### src/rtl/game_pkg.sv
// Shared game definitions: mover state encoding, step direction codes and
// the playfield limits that the VGA sprite drawer also uses.
package game_pkg;

  typedef enum logic [1:0] {
    ST_IDLE   = 2'd0,
    ST_MOVE_X = 2'd1,
    ST_MOVE_Y = 2'd2,
    ST_ARRIVE = 2'd3
  } state_t;

  localparam logic [1:0] DIR_PX = 2'd0;
  localparam logic [1:0] DIR_NX = 2'd1;
  localparam logic [1:0] DIR_PY = 2'd2;
  localparam logic [1:0] DIR_NY = 2'd3;

  localparam int GRID_X_MAX = 159;
  localparam int GRID_Y_MAX = 119;

endpackage

### src/rtl/axis_stepper.sv
// One-axis unit stepper: proposes the next coordinate one cell toward the
// target when enabled, and reports arrival and step sign.
module axis_stepper #(
  parameter int W = 8
) (
  input  logic [W-1:0] pos,
  input  logic [W-1:0] target,
  input  logic         step_en,
  output logic [W-1:0] next_pos,
  output logic         at_target,
  output logic         step_neg
);

  assign at_target = (pos == target);
  assign step_neg  = (target < pos);

  always_comb begin
    next_pos = pos;
    if (step_en && !at_target)
      next_pos = step_neg ? pos - W'(1) : pos + W'(1);
  end

endmodule

### src/rtl/character_mover.sv
// Walks the player sprite one grid cell per rate-divider tick toward a
// latched target, X first then Y, and pulses done on arrival.
module character_mover
  import game_pkg::*;
#(
  parameter int X_W     = 8,
  parameter int Y_W     = 7,
  parameter int X_MAX   = GRID_X_MAX,
  parameter int Y_MAX   = GRID_Y_MAX,
  parameter int START_X = 0,
  parameter int START_Y = 0
) (
  input  logic           clock,
  input  logic           reset,
  input  logic           tick,
  input  logic           go,
  input  logic           abort,
  input  logic [X_W-1:0] target_x,
  input  logic [Y_W-1:0] target_y,
  output logic [X_W-1:0] pos_x,
  output logic [Y_W-1:0] pos_y,
  output logic [1:0]     dir,
  output logic [1:0]     frame,
  output logic           busy,
  output logic           done
);

  localparam logic [X_W-1:0] XLIM = X_W'(X_MAX);
  localparam logic [Y_W-1:0] YLIM = Y_W'(Y_MAX);
  localparam logic [X_W-1:0] SX   = X_W'(START_X);
  localparam logic [Y_W-1:0] SY   = Y_W'(START_Y);

  state_t         state;
  logic [X_W-1:0] tx, nx;
  logic [Y_W-1:0] ty, ny;
  logic           x_at, x_neg, y_at, y_neg;

  axis_stepper #(.W(X_W)) u_x (
    .pos(pos_x), .target(tx), .step_en(tick),
    .next_pos(nx), .at_target(x_at), .step_neg(x_neg)
  );

  axis_stepper #(.W(Y_W)) u_y (
    .pos(pos_y), .target(ty), .step_en(tick),
    .next_pos(ny), .at_target(y_at), .step_neg(y_neg)
  );

  always_ff @(posedge clock) begin
    if (reset) begin
      state <= ST_IDLE;
      pos_x <= SX;
      pos_y <= SY;
      tx    <= SX;
      ty    <= SY;
      dir   <= DIR_PX;
      frame <= 2'd0;
      busy  <= 1'b0;
      done  <= 1'b0;
    end else begin
      done <= 1'b0;
      case (state)
        ST_IDLE: begin
          // Clamp at latch time so the steppers can never walk off-grid.
          if (go) begin
            tx    <= (target_x > XLIM) ? XLIM : target_x;
            ty    <= (target_y > YLIM) ? YLIM : target_y;
            state <= ST_MOVE_X;
            busy  <= 1'b1;
          end
        end
        ST_MOVE_X: begin
          if (abort) begin
            state <= ST_IDLE;
            busy  <= 1'b0;
            frame <= 2'd0;
          end else if (x_at) begin
            state <= ST_MOVE_Y;
          end else if (tick) begin
            pos_x <= nx;
            dir   <= x_neg ? DIR_NX : DIR_PX;
            frame <= frame + 2'd1;
          end
        end
        ST_MOVE_Y: begin
          if (abort) begin
            state <= ST_IDLE;
            busy  <= 1'b0;
            frame <= 2'd0;
          end else if (y_at) begin
            state <= ST_ARRIVE;
            done  <= 1'b1;
          end else if (tick) begin
            pos_y <= ny;
            dir   <= y_neg ? DIR_NY : DIR_PY;
            frame <= frame + 2'd1;
          end
        end
        ST_ARRIVE: begin
          // Abort here lands in the same place, so it needs no branch.
          state <= ST_IDLE;
          busy  <= 1'b0;
          frame <= 2'd0;
        end
        default: begin
          state <= ST_IDLE;
          busy  <= 1'b0;
        end
      endcase
    end
  end

endmodule

### config.mk
export PLATFORM = sky130hd
export DESIGN_NAME = character_mover
export DESIGN_NICKNAME = d
export VERILOG_FILES = /design/src/rtl/game_pkg.sv /design/src/rtl/axis_stepper.sv /design/src/rtl/character_mover.sv
export SDC_FILE = /design/constraint.sdc
export NUM_CORES = 1
export LEC_CHECK = 0
export BUFFER_PORTS_ARGS = -buffer_cell sky130_fd_sc_hd__buf_2
export CAP_MARGIN = 20
export CORE_MARGIN = 5
export CORE_UTILIZATION = 27
export CTS_CLUSTER_SIZE = 10
export DETAILED_ROUTE_END_ITERATION = 10
export GPL_TIMING_DRIVEN = 0
export PLACE_DENSITY_LB_ADDON = 0.08
export SYNTH_ARGS = -nofsm -noshare
export SYNTH_HDL_FRONTEND = slang
export SYNTH_SLANG_ARGS = --single-unit
### constraint.sdc
create_clock -name clock -period 3.85 [get_ports clock]
set_clock_uncertainty 0.1 [all_clocks]
set_input_delay 0.77 -clock clock [delete_from_list [all_inputs] [get_ports clock]]
set_output_delay 0.77 -clock clock [all_outputs]
set_load 0.01 [all_outputs]
### Yosys cells after proc, flatten, opt, wreduce, memory -nomap -nowiden

Index checks and enable logic that the tools add are counted.

* register bits after elaboration: 38
* bits in latches: 0
* bits in writable memories: 0
* memory bits (read-only): 0
* input port bits: 20
* memories kept: 0

* $add $sub $neg: 5
* multiply operators: 0
* divide/modulo/power cells: 0
* $lt $le $gt $ge: 4
* eq/ne operators: 17
* shift-type cells: 0
* multiplexer cells: 29
* bitwise gates (word level): 4
* reduce and logical (&&, ||, !) cells: 16

Operators by type and width (number)
* $mux W2: 16
* $mux W8: 2
* $mux W7: 2
* $ne A2 B2 Y1 const B: 7
* $reduce_and A5 Y1: 2
* $add A8 B1 Y8 const B: 1
* $eq A8 B8 Y1: 1
* $gt A8 B8 Y1 const B: 1
* $lt A8 B8 Y1: 1
* $pmux W2 S4: 1
* $sub A8 B1 Y8 const B: 1
* $add A7 B1 Y7 const B: 1
* $eq A7 B7 Y1: 1
* $gt A7 B7 Y1 const B: 1
* $lt A7 B7 Y1: 1
* $reduce_and A7 Y1: 1
* $sub A7 B1 Y7 const B: 1
* $ne A3 B2 Y1 const B: 2
* $ne A3 B3 Y1 const B: 2
* $pmux W2 S3: 1
* $reduce_and A3 Y1: 2
* $mux W1: 5
* $eq A2 B2 Y1 const B: 2
* $not A1 Y1: 4
* 13 further kinds: 16

### Logic depth before layout (Yosys ltp)

* word-level depth: 6
* depth in mapped cells: 14
* depth with buffers taken out: 14

### By module

From an unflattened synthesis, not the netlist that was laid out.

* cells, all modules: 302
* area total of the unflattened synthesis: 2611.3 µm²

By module, submodules not included
* character_mover: instances 1, cells each 165, area an instance 1612.8 µm², sequential area each 760.7 µm²
* axis_stepper (u_x): instances 1, cells each 74, area an instance 536.8 µm², sequential area each 0.0 µm²
* axis_stepper (u_y): instances 1, cells each 63, area an instance 461.7 µm², sequential area each 0.0 µm²

### Least setup slack after synthesis

Ideal clock, no wire load.

* path kind: reg2reg
* start: register pos_x[1]
* end: register pos_x[7]
* library setup time: 127 ps
* arrival time: 3076 ps
* slack: 547 ps
* stages on the path, launching flop included: 15
* buffers on the path: 0
* path through: dfxtp_1 -> inv_1 -> ha_1 -> nor2b_1 -> o211ai_1 -> a21oi_1 -> or2_2 -> inv_1 -> ha_1 -> a21o_1 -> a221oi_2 -> a21oi_2 -> and3b_1 -> nor4_1 -> nand3_1

* word-level cells in the longest chain between the ends: 4
* elaborated cells between the ends (all ways): 9

Ends and longest elaborated chain
* start, declared: line character_mover.sv:20 `output logic [X_W-1:0] pos_x,`
* start signal, assigned: line character_mover.sv:79 `pos_x <= nx;`
* branches (longest 4 deep; another with $add A8 B1 Y8)

Several ways; the timed one is not identified.
A chain may end at the register's enable or synchronous reset.

### Worst setup path in the final report

Ends and elaborated chain as after synthesis.

==> impl_metrics.csv <==
group,metric,value,unit
sta,rsz0062_at_grt,"false",
pwr,fin_total_pwr,1.284,mW
worst_setup_path,slowest_delay,390,ps
cells_and_area,nNetsFinal,397,
pwr,ir_drop,0.1345,mV
routing,wire_per_inst,14.43,um
sta,fmaxAchievable,278.2,MHz
routing,vias_per_cell,4.823,
grt,grt-ovfl-total,0,
synthesis,ys_seq_area_frac,0.3172,
clock_tree,clkTransAtPathRegs,90,ps
clock_tree,numCtsBuffers,5,
pwr,pwr_density_cell,449.5,nW/um^2
routing,antenna_left,0,
sta,tightest_slew,664.6,ps
die,die-width,104.3,um
cells_and_area,drive_gt1_frac,0.1652,
grt,grt_busiest_layer,"met2",
cells_and_area,layoutNonFillerInstCount,453,
sta,setup_violations,0,
grt,grt_use_met2,0.2040,
clock_tree,clock-sinks,38,
worst_hold_path,holdCritPathClass,"flip-flop to flip-flop",
clock_tree,cts_root_buf,"clkbuf_8",
clock_tree,clock_latency,300,ps
worst_setup_path,cp-end-kind,"flip-flop",
clock_tree,clock_path_buffers,2,
grt,grt_pass1_vias,2098,
grt,use_met3,0.03042,
worst_setup_path,worstPathRequired,3930,ps
worst_setup_path,worstReg2RegStart,"pos_x[1]",
synthesis,syn_area,2399,um^2
grt,grt_use_met1,0.1577,
sta,fin_crit,3595,ps
routing,vias,2185,
worst_setup_path,arrival,3670,ps
grt,grt_pass1_wl,10860,um
worst_setup_path,cp_num_buf_inv,2,
sta,finalHoldViolCount,0,
worst_setup_path,worstSetupPathType,"flip-flop to flip-flop",
sta,holdWs,369.3,ps
die,start_util,0.2764,
cells_and_area,syn2layout_area_growth,19.04,%
synthesis,synth_fp_nets,350,
sta,slew_violations,0,
synthesis,synth_ff_type,"dfxtp_1",
worst_setup_path,startpoint_type,"flip-flop",
clock_tree,post_cts_buffers,0,
place,io_buffer_count,40,
die,io_pins,41,
die,core.rowCount,34,
synthesis,synth_mux_area_frac,0.01721,
place,hpwlAfterDp,5028,um
sta,fin_tns_setup,0,ps
worst_setup_path,cp_top_family,"simple AND/OR/NAND/NOR gates",
synthesis,synthArstFlopShare,0,
routing,drt_iter0_markers,49,
routing,drtPass1Iterations,4,
synthesis,synth_xor_area_frac,0.02921,
worst_setup_path,crit_chain,"inv_1 -> ha_1 -> nor2b_1 -> o211ai_1 -> a21oi_2 -> or2_2 -> clkinvlp_4 -> ha_1 -> a21o_1 -> a221oi_2 -> a21oi_2 -> and3b_1 -> nor4_1 -> nand3_1",
synthesis,synth_compound_area_frac,0.1706,
clock_tree,tritoncts,"yes",
place,dp.cells,445,
synthesis,synth_area_per_cell,8.076,um^2
synthesis,synth_cells,297,
outcome,status,"complete, no violations",
die,coreArea,8678,um^2
synthesis,synthAdderAreaFrac,0.1784,
synthesis,ys_ff_latch,38,
job,maxCapViolCount,0,
worst_setup_path,cp_max_fo,6,
worst_setup_path,r2r_cells,14,
cells_and_area,fillers,955,
grt,grt_usage,0.1227,
synthesis,synth_top_family_by_area,"simple AND/OR/NAND/NOR gates",
synthesis,yosysUniqueCellTypes,46,
worst_setup_path,crit_slowest_cell,"dfxtp_1",
clock_tree,h-tree-depth,2,
worst_hold_path,min-delay-start,"ty[6]",
place,gp_congestion,0.7242,
worst_setup_path,r2r-end,"pos_x[7]",
sta,period_share,0.9338,
routing,drc,0,
grt,antenna_found_initial,0,
routing,routed_wl,6535,um
cells_and_area,antenna_cells,0,
pwr,leakagePower,1.239,nW
die,dieArea,10870,um^2
worst_setup_path,r2r_setup_slack,250,ps
synthesis,yosys.area_share.simple,0.2353,
die,die_h,104.3,um
grt,grt_max_degree,14,
worst_hold_path,worstHoldPathCells,2,
worst_hold_path,min_to,"ty[6]",
sta,max_slew_margin,0.5545,
synthesis,yosysWarnings,0,
synthesis,synth_edf_count,0,
## sequential cells by signal, indices dropped and copies added, names as in the netlist
signal,count
frame,2
tx,8
state,2
busy,1
ty,7
done,1
dir,2
pos_x,8
pos_y,7
## metrics by stage
step                instance area, um^2    util  setup slack (ps)
floorplan                          2399       -             547.1
global placement                   2734  0.3150             198.6
detailed placement                 2734  0.3150             181.6
CTS                                2848  0.3281             142.3
global route                       2855  0.3290             1.454
finish                             2855  0.3290             254.8
## kinds of logic (layout without fill, tap and decap cells)
logic type      Yosys count  count (layout)
xor+xnor                  8               8
compound gates           65              65
fa+ha+maj                33              33
flops                    38              38
simple gates            118             118
mux                       4               4
buf+inv                  31              79
## how the worst max path moves through the flow
stage | to | startpoint | slack [ps] | depth (start not counted)
after floorplan | pos_x[7] | pos_x[1] | 550 | 14
after global placement | pos_x[7] | pos_x[1] | 200 | 14
after detailed placement | pos_x[7] | pos_x[1] | 180 | 14
after CTS | pos_x[7] | pos_x[1] | 140 | 14
after global routing | pos_y[6] | pos_y[4] | 1 | 13
final | pos_x[7] | pos_x[1] | 250 | 14
## report_power, final
part / total (mW) / switching (mW) / internal [mW]
Clock: 0.352 / 0.159 / 0.193
Combinational: 0.479 / 0.285 / 0.194
Sequential: 0.452 / 0.0260 / 0.426
Total: 1.28 / 0.470 / 0.813
## area by class of cell
type | instances | area, um^2 | share of cell area
clock inverter | 3 | 45.04 | 0.01578
multi-input combinational | 228 | 1516 | 0.5311
tap | 108 | 135.1 | 0.04733
timing repair buffer | 40 | 200.2 | 0.07011
inverter | 24 | 93.84 | 0.03287
clock buffer | 5 | 68.82 | 0.02410
sequential | 38 | 760.7 | 0.2664
buffer | 7 | 35.03 | 0.01227
## per-layer routing
metal	wire, um	vias up
met2	3027	37
met1	3176	1015
met5	0	-
li1	-	1127
met4	79	0
met3	252	6
## what timing repair did
action	CTS	global route
gates resized for setup	0	3
hold buffers	0	0
setup endpoints to repair	0	1
## Yosys cell counts, drive strengths merged, types with 2 or more instances
cell type,instances,share of area
a211oi,7,0.022
a21o,4,0.013
a21oi,29,0.062
a221oi,2,0.0099
a22oi,2,0.0063
and3,2,0.0052
buf,4,0.0099
clkbuf,3,0.0047
dfxtp,38,0.32
fa,2,0.017
ha,31,0.16
inv,24,0.038
mux2i,3,0.013
nand2,24,0.038
nand2b,2,0.0052
nand3,3,0.0063
nand3b,4,0.013
nand4,4,0.010
nor2,43,0.067
nor2b,8,0.021
nor3,16,0.035
nor3b,3,0.0094
nor4,2,0.0052
o2111ai,2,0.0073
o211ai,3,0.0094
o21a,3,0.0094
o21ai,9,0.019
or2,2,0.0052
or3,2,0.0052
xnor2,4,0.015
xor2,4,0.015
## tightest hold or removal path, delay by kind of cell, from the launching register on
family / cells / cell delay (ps)
DFF: 1 / 330
and+or+nand+nor: 1 / 50
AOI/OAI and AO/OA: 1 / 50
## cell usage in the layout (no fill, tap or decap), drive strengths merged, types with 3 or more instances in the layout
master,instances
a211oi,7
nor3b,3
mux2i,3
dfxtp,38
nor2,43
a21o,4
o21ai,9
a21oi,29
o21a,3
nor3,16
o211ai,3
clkinvlp,3
xor2,4
xnor2,4
nand3,3
inv,23
nor2b,8
nand3b,4
ha,31
buf,44
nand2,24
clkbuf,8
nand4,4
Power figures use the tool's default switching activity.
